**config.mk**
```make
export PLATFORM = sky130hd
export DESIGN_NAME = sync_fifo_ctrl
export DESIGN_NICKNAME = d
export VERILOG_FILES = /design/src/rtl/sync_fifo_ctrl.sv
export SDC_FILE = /design/constraint.sdc
export NUM_CORES = 1
export LEC_CHECK = 0
export CORE_MARGIN = 10
export CORE_UTILIZATION = 57
export CTS_CLUSTER_DIAMETER = 100
export DETAILED_ROUTE_END_ITERATION = 8
export PLACE_DENSITY_LB_ADDON = 0.08
export SLEW_MARGIN = 5
export SYNTH_ARGS = -nofsm -noshare
export SYNTH_HDL_FRONTEND = slang
export SYNTH_SLANG_ARGS = --single-unit
```
**constraint.sdc**
```tcl
create_clock -name clk -period 2.6 [get_ports clk]
set_input_delay 0.65 -clock clk [delete_from_list [all_inputs] [get_ports clk]]
set_output_delay 0.65 -clock clk [all_outputs]
set_load 0.01 [all_outputs]
```
**src/rtl/sync_fifo_ctrl.sv**
```systemverilog
// Synchronous FIFO controller with level/almost flags and sticky overflow/underflow.
// Define SYNC_FIFO_FWFT_EN for first-word-fall-through reads; default is one-cycle registered read.
module sync_fifo_ctrl #(
    parameter int DATA_W   = 8,
    parameter int DEPTH    = 8,
    parameter int AF_LEVEL = DEPTH - 1,
    parameter int AE_LEVEL = 1,
    localparam int LW      = $clog2(DEPTH + 1),
    localparam int PW      = $clog2(DEPTH)
) (
    input  logic              clk,
    input  logic              rest,
    input  logic              wr_en,
    input  logic [DATA_W-1:0] wr_data,
    input  logic              rd_en,
    output logic [DATA_W-1:0] rd_data,
    output logic              rd_valid,
    output logic              full,
    output logic              empty,
    output logic              almost_full,
    output logic              almost_empty,
    output logic [LW-1:0]     level,
    output logic              overflow,
    output logic              underflow
);

    logic [DATA_W-1:0] r_mem [DEPTH];
    logic [PW-1:0]     r_wr_ptr;
    logic [PW-1:0]     r_rd_ptr;
    logic [LW-1:0]     r_level;
    logic              r_overflow;
    logic              r_underflow;
    logic              w_wr_acc;
    logic              w_rd_acc;

    // Flags decode the registered level only, so requests never reach them combinationally.
    assign full         = (r_level == LW'(DEPTH));
    assign empty        = (r_level == '0);
    assign almost_full  = (r_level >= LW'(AF_LEVEL));
    assign almost_empty = (r_level <= LW'(AE_LEVEL));
    assign level        = r_level;
    assign overflow     = r_overflow;
    assign underflow    = r_underflow;

    assign w_wr_acc = wr_en && !full;
    assign w_rd_acc = rd_en && !empty;

    function automatic logic [PW-1:0] ptr_inc(input logic [PW-1:0] p);
        return (p == PW'(DEPTH - 1)) ? '0 : p + PW'(1);
    endfunction

    always_ff @(posedge clk) begin
        if (w_wr_acc) begin
            r_mem[r_wr_ptr] <= wr_data;
        end
    end

    always_ff @(posedge clk or posedge rest) begin
        if (rest) begin
            r_wr_ptr    <= '0;
            r_rd_ptr    <= '0;
            r_level     <= '0;
            r_overflow  <= 1'b0;
            r_underflow <= 1'b0;
        end else begin
            if (w_wr_acc) begin
                r_wr_ptr <= ptr_inc(r_wr_ptr);
            end
            if (w_rd_acc) begin
                r_rd_ptr <= ptr_inc(r_rd_ptr);
            end
            case ({w_wr_acc, w_rd_acc})
                2'b10:   r_level <= r_level + LW'(1);
                2'b01:   r_level <= r_level - LW'(1);
                default: r_level <= r_level;
            endcase
            if (wr_en && full) begin
                r_overflow <= 1'b1;
            end
            if (rd_en && empty) begin
                r_underflow <= 1'b1;
            end
        end
    end

`ifdef SYNC_FIFO_FWFT_EN
    // Head word is always on the output; rd_en only acknowledges the pop.
    assign rd_data  = r_mem[r_rd_ptr];
    assign rd_valid = !empty;
`else
    logic [DATA_W-1:0] r_rd_data;
    logic              r_rd_valid;

    always_ff @(posedge clk or posedge rest) begin
        if (rest) begin
            r_rd_data  <= '0;
            r_rd_valid <= 1'b0;
        end else begin
            r_rd_valid <= w_rd_acc;
            if (w_rd_acc) begin
                r_rd_data <= r_mem[r_rd_ptr];
            end
        end
    end

    assign rd_data  = r_rd_data;
    assign rd_valid = r_rd_valid;
`endif

endmodule
```
==> flow_results.xml <==
<?xml version="1.0" encoding="UTF-8"?>
<metrics>
  <group name="status">
    <metric name="status" unit="">finished, final reports clean</metric>
  </group>
  <group name="critical_path">
    <metric name="cp_data_required_time" unit="ps">1950</metric>
    <metric name="type_of_the_worst_setup_path" unit="">register to output pin</metric>
    <metric name="worst-endpoint-arrival" unit="ps">1790</metric>
    <metric name="crit_buf_inv" unit="">2</metric>
    <metric name="cp_max_fo" unit="">4</metric>
    <metric name="crit_family" unit="">buffers and inverters</metric>
    <metric name="critical_path_sink_type" unit="">output pin</metric>
    <metric name="critical-path-max-stage-delay" unit="ps">570</metric>
    <metric name="worst_path_max_delay_cell" unit="">clkdlybuf4s50_1</metric>
    <metric name="critical_path.cell_chain" unit="">inv_1, ha_2, nor2_1, nor3_1, clkdlybuf4s50_1</metric>
    <metric name="critical_path.startpoint_type" unit="">register</metric>
  </group>
  <group name="synthesis">
    <metric name="yosys_warnings" unit="">0</metric>
    <metric name="yosys.area.top_type" unit="">edfxtp_1</metric>
    <metric name="syn_nets" unit="">238</metric>
    <metric name="post-synth-top-area-fraction" unit="">0.545</metric>
    <metric name="synth.ff_latch_count" unit="">85</metric>
    <metric name="synthesis.area_per_instance" unit="um^2">16.2</metric>
    <metric name="netlist_instances" unit="">218</metric>
    <metric name="synth_cell_type_count" unit="">33</metric>
    <metric name="synth_sequential_area_ratio" unit="">0.694</metric>
    <metric name="synth_area" unit="mm^2">0.00352</metric>
    <metric name="synthTopCellsByArea" unit="">edfxtp_1 (55%), dfrtp_1 (15%), mux2_2 (6.7%)</metric>
  </group>
  <group name="floorplanning">
    <metric name="initial_utilization" unit="">0.592</metric>
    <metric name="die_width" unit="um">98.6</metric>
    <metric name="fp.coreArea" unit="mm^2">0.00596</metric>
    <metric name="die_height" unit="um">98.6</metric>
    <metric name="placementRows" unit="">28</metric>
    <metric name="io_pins" unit="">31</metric>
    <metric name="floorplan.die_area" unit="mm^2">0.00973</metric>
  </group>
  <group name="detailed_routing">
    <metric name="routedWlPerCell" unit="um">19.7</metric>
    <metric name="drt_initial_violations" unit="">119</metric>
    <metric name="detailroute.via_count" unit="">1990</metric>
    <metric name="drc" unit="">0</metric>
    <metric name="final_antenna_net_count" unit="">0</metric>
    <metric name="dr.pass1.iters" unit="">4</metric>
    <metric name="detail_route.vias_per_cell" unit="">5.75</metric>
    <metric name="totalWireLength" unit="um">6810</metric>
  </group>
  <group name="clock_tree">
    <metric name="cts_sinks" unit="">85</metric>
    <metric name="cts_tree" unit="">built</metric>
    <metric name="clk_path_buf_depth" unit="">2</metric>
    <metric name="clk_root_buffer_cell" unit="">clkbuf_8</metric>
    <metric name="number_of_clock_buffers_inserted_by_tritoncts" unit="">9</metric>
    <metric name="clk_pin_slew" unit="ps">80</metric>
    <metric name="clock_insertion_delay_worst_skew" unit="ps">350</metric>
    <metric name="cts_repair_resize_count" unit="">1</metric>
    <metric name="hold_buffers" unit="">0</metric>
    <metric name="htreeDepth" unit="">3</metric>
    <metric name="setup_fix_buffers_added_after_clock_tree_synthesis" unit="">0</metric>
  </group>
  <group name="final_layout">
    <metric name="layout.cells.most_common" unit="">edfxtp_1</metric>
    <metric name="antenna-diode-count" unit="">0</metric>
    <metric name="drive_gt1_frac" unit="">0.218</metric>
    <metric name="final_cell_count_no_fill" unit="">346</metric>
    <metric name="fin_util" unit="">0.701</metric>
    <metric name="layout_common_cells" unit="">edfxtp_1 (64), clkdlybuf4s50_1 (28), mux2_2 (21), dfrtp_1 (21), mux2i_1 (17)</metric>
    <metric name="area_growth_syn_to_layout" unit="%">18.5</metric>
    <metric name="finish.net_count" unit="">286</metric>
    <metric name="fill_cells" unit="">434</metric>
  </group>
  <group name="global_routing">
    <metric name="first_global_vias" unit="">1976</metric>
    <metric name="globalRoute.totalOverflow" unit="">0</metric>
    <metric name="grt_pass1_wl" unit="um">10700</metric>
    <metric name="gr-usage-all-layers" unit="">0.144</metric>
    <metric name="grt_start_max_net_pins" unit="">33</metric>
    <metric name="grt_antenna_before_repair" unit="">0</metric>
  </group>
  <group name="sta">
    <metric name="setup_viol" unit="">0</metric>
    <metric name="timing.fmax" unit="MHz">410</metric>
    <metric name="worst_slew_margin" unit="">0.513</metric>
    <metric name="timing.final.hold_violations" unit="">0</metric>
    <metric name="worst_clock_skew" unit="ps">8.51</metric>
    <metric name="fin_crit_sh" unit="">0.938</metric>
    <metric name="grt_setup_unrepaired" unit="">false</metric>
    <metric name="worstMarginPinSlew" unit="ps">729</metric>
    <metric name="holdWs" unit="ps">458</metric>
    <metric name="post-route-min-period" unit="ps">2440</metric>
    <metric name="setup_total_negative_slack" unit="ps">0</metric>
    <metric name="count_of_pins_over_their_slew_limit" unit="">0</metric>
  </group>
  <group name="power">
    <metric name="power-per-cell-area" unit="mW/mm^2">1100</metric>
    <metric name="total_power" unit="W">0.00461</metric>
    <metric name="vdd_drop_max" unit="mV">0.748</metric>
    <metric name="total_leakage_power" unit="nW">1.59</metric>
  </group>
  <group name="run">
    <metric name="max_cap_violations" unit="">0</metric>
  </group>
  <group name="placed_design">
    <metric name="placedCellCount" unit="">330</metric>
    <metric name="io_buffers" unit="">30</metric>
    <metric name="detailed_place_hpwl" unit="um">4450</metric>
    <metric name="gpl.final_weighted_congestion" unit="">0.772</metric>
  </group>
  <group name="min_path">
    <metric name="hold_path.class" unit="">register to register</metric>
  </group>
</metrics>
[area by class of cell]
class                      instances  area, um^2  share of cell area
multi-input combinational        119        1000               0.240
clock buffer                      10         128              0.0305
clock inverter                     6        63.8              0.0153
tap                               75        93.8              0.0225
inverter                           6        22.5             0.00539
timing repair buffer              45         418               0.100
sequential                        85        2450               0.586
[final timing paths]
| path | from | to | slack (ps) | cells after the start |
|---|---|---|---|---|
| max in group asynchronous | rest | r_wr_ptr[1] | 1730 | 3 |
| worst max register to register | level[0] | level[3] | 380 | 10 |
| worst max-delay path | level[0] | almost_empty | 160 | 5 |
| min in group asynchronous | rest | rd_data[3] | 630 | 3 |
| worst min register to register | overflow | overflow | 460 | 1 |
| worst min-delay path | overflow | overflow | 460 | 1 |
[sequential cells by signal, indices dropped and copies added, names as in the netlist]
name,flops
r_mem,64
rd_valid,1
r_wr_ptr,3
underflow,1
rd_data,8
r_rd_ptr,3
overflow,1
level,4
[cell families (layout without fill, tap and decap cells)]
| group | after synthesis | in the layout | share of synthesized area |
|---|---|---|---|
| adder cells (fa/ha/maj) | 8 | 8 | 0.0284 |
| buffers and inverters | 14 | 67 | 0.0263 |
| multiplexers | 38 | 38 | 0.115 |
| AO/OA/AOI/OAI | 39 | 39 | 0.0799 |
| XOR/XNOR | 4 | 4 | 0.00994 |
| AND/OR/NAND/NOR | 30 | 30 | 0.0458 |
| flip-flops | 85 | 85 | 0.694 |
[cells in the mapped netlist (all sizes together)]
cell type / instances
o31ai: 8
mux2i: 17
o22ai: 8
clkbuf: 1
o21ai: 11
buf: 7
nand3: 1
nor3: 5
edfxtp: 64
xor2: 2
nand4b: 1
nand2b: 5
a21oi: 1
a21o: 3
or4b: 1
mux2: 21
nor4: 1
nor3b: 1
nand3b: 1
a22o: 8
inv: 6
xnor2: 2
nor2b: 2
nand2: 4
nor2: 8
dfrtp: 21
ha: 8
[per-stage QoR]
| step | instance area, um^2 | setup WS, ps |
|---|---|---|
| after floorplan | 3520 | 269 |
| after global placement | 3970 | 256 |
| after detailed placement | 3970 | 177 |
| after CTS | 4160 | 7.96 |
| after global routing | 4180 | 13.4 |
| final | 4180 | 160 |
[routing by layer]
metal	GRT usage	share of wire
met1	0.184	0.41
met5	0	0
met4	0.0562	0.015
met3	0.0440	0.078
met2	0.225	0.49
[power breakdown]
| group | leakage (nW) | internal, W | total (W) | switching [W] |
|---|---|---|---|---|
| sequential | 0.827 | 0.00178 | 0.00199 | 0.000203 |
| combinational | 0.669 | 0.000871 | 0.00172 | 0.000854 |
| clock | 0.0927 | 0.000444 | 0.000900 | 0.000456 |
No activity file was read; power rests on OpenSTA's default activity.
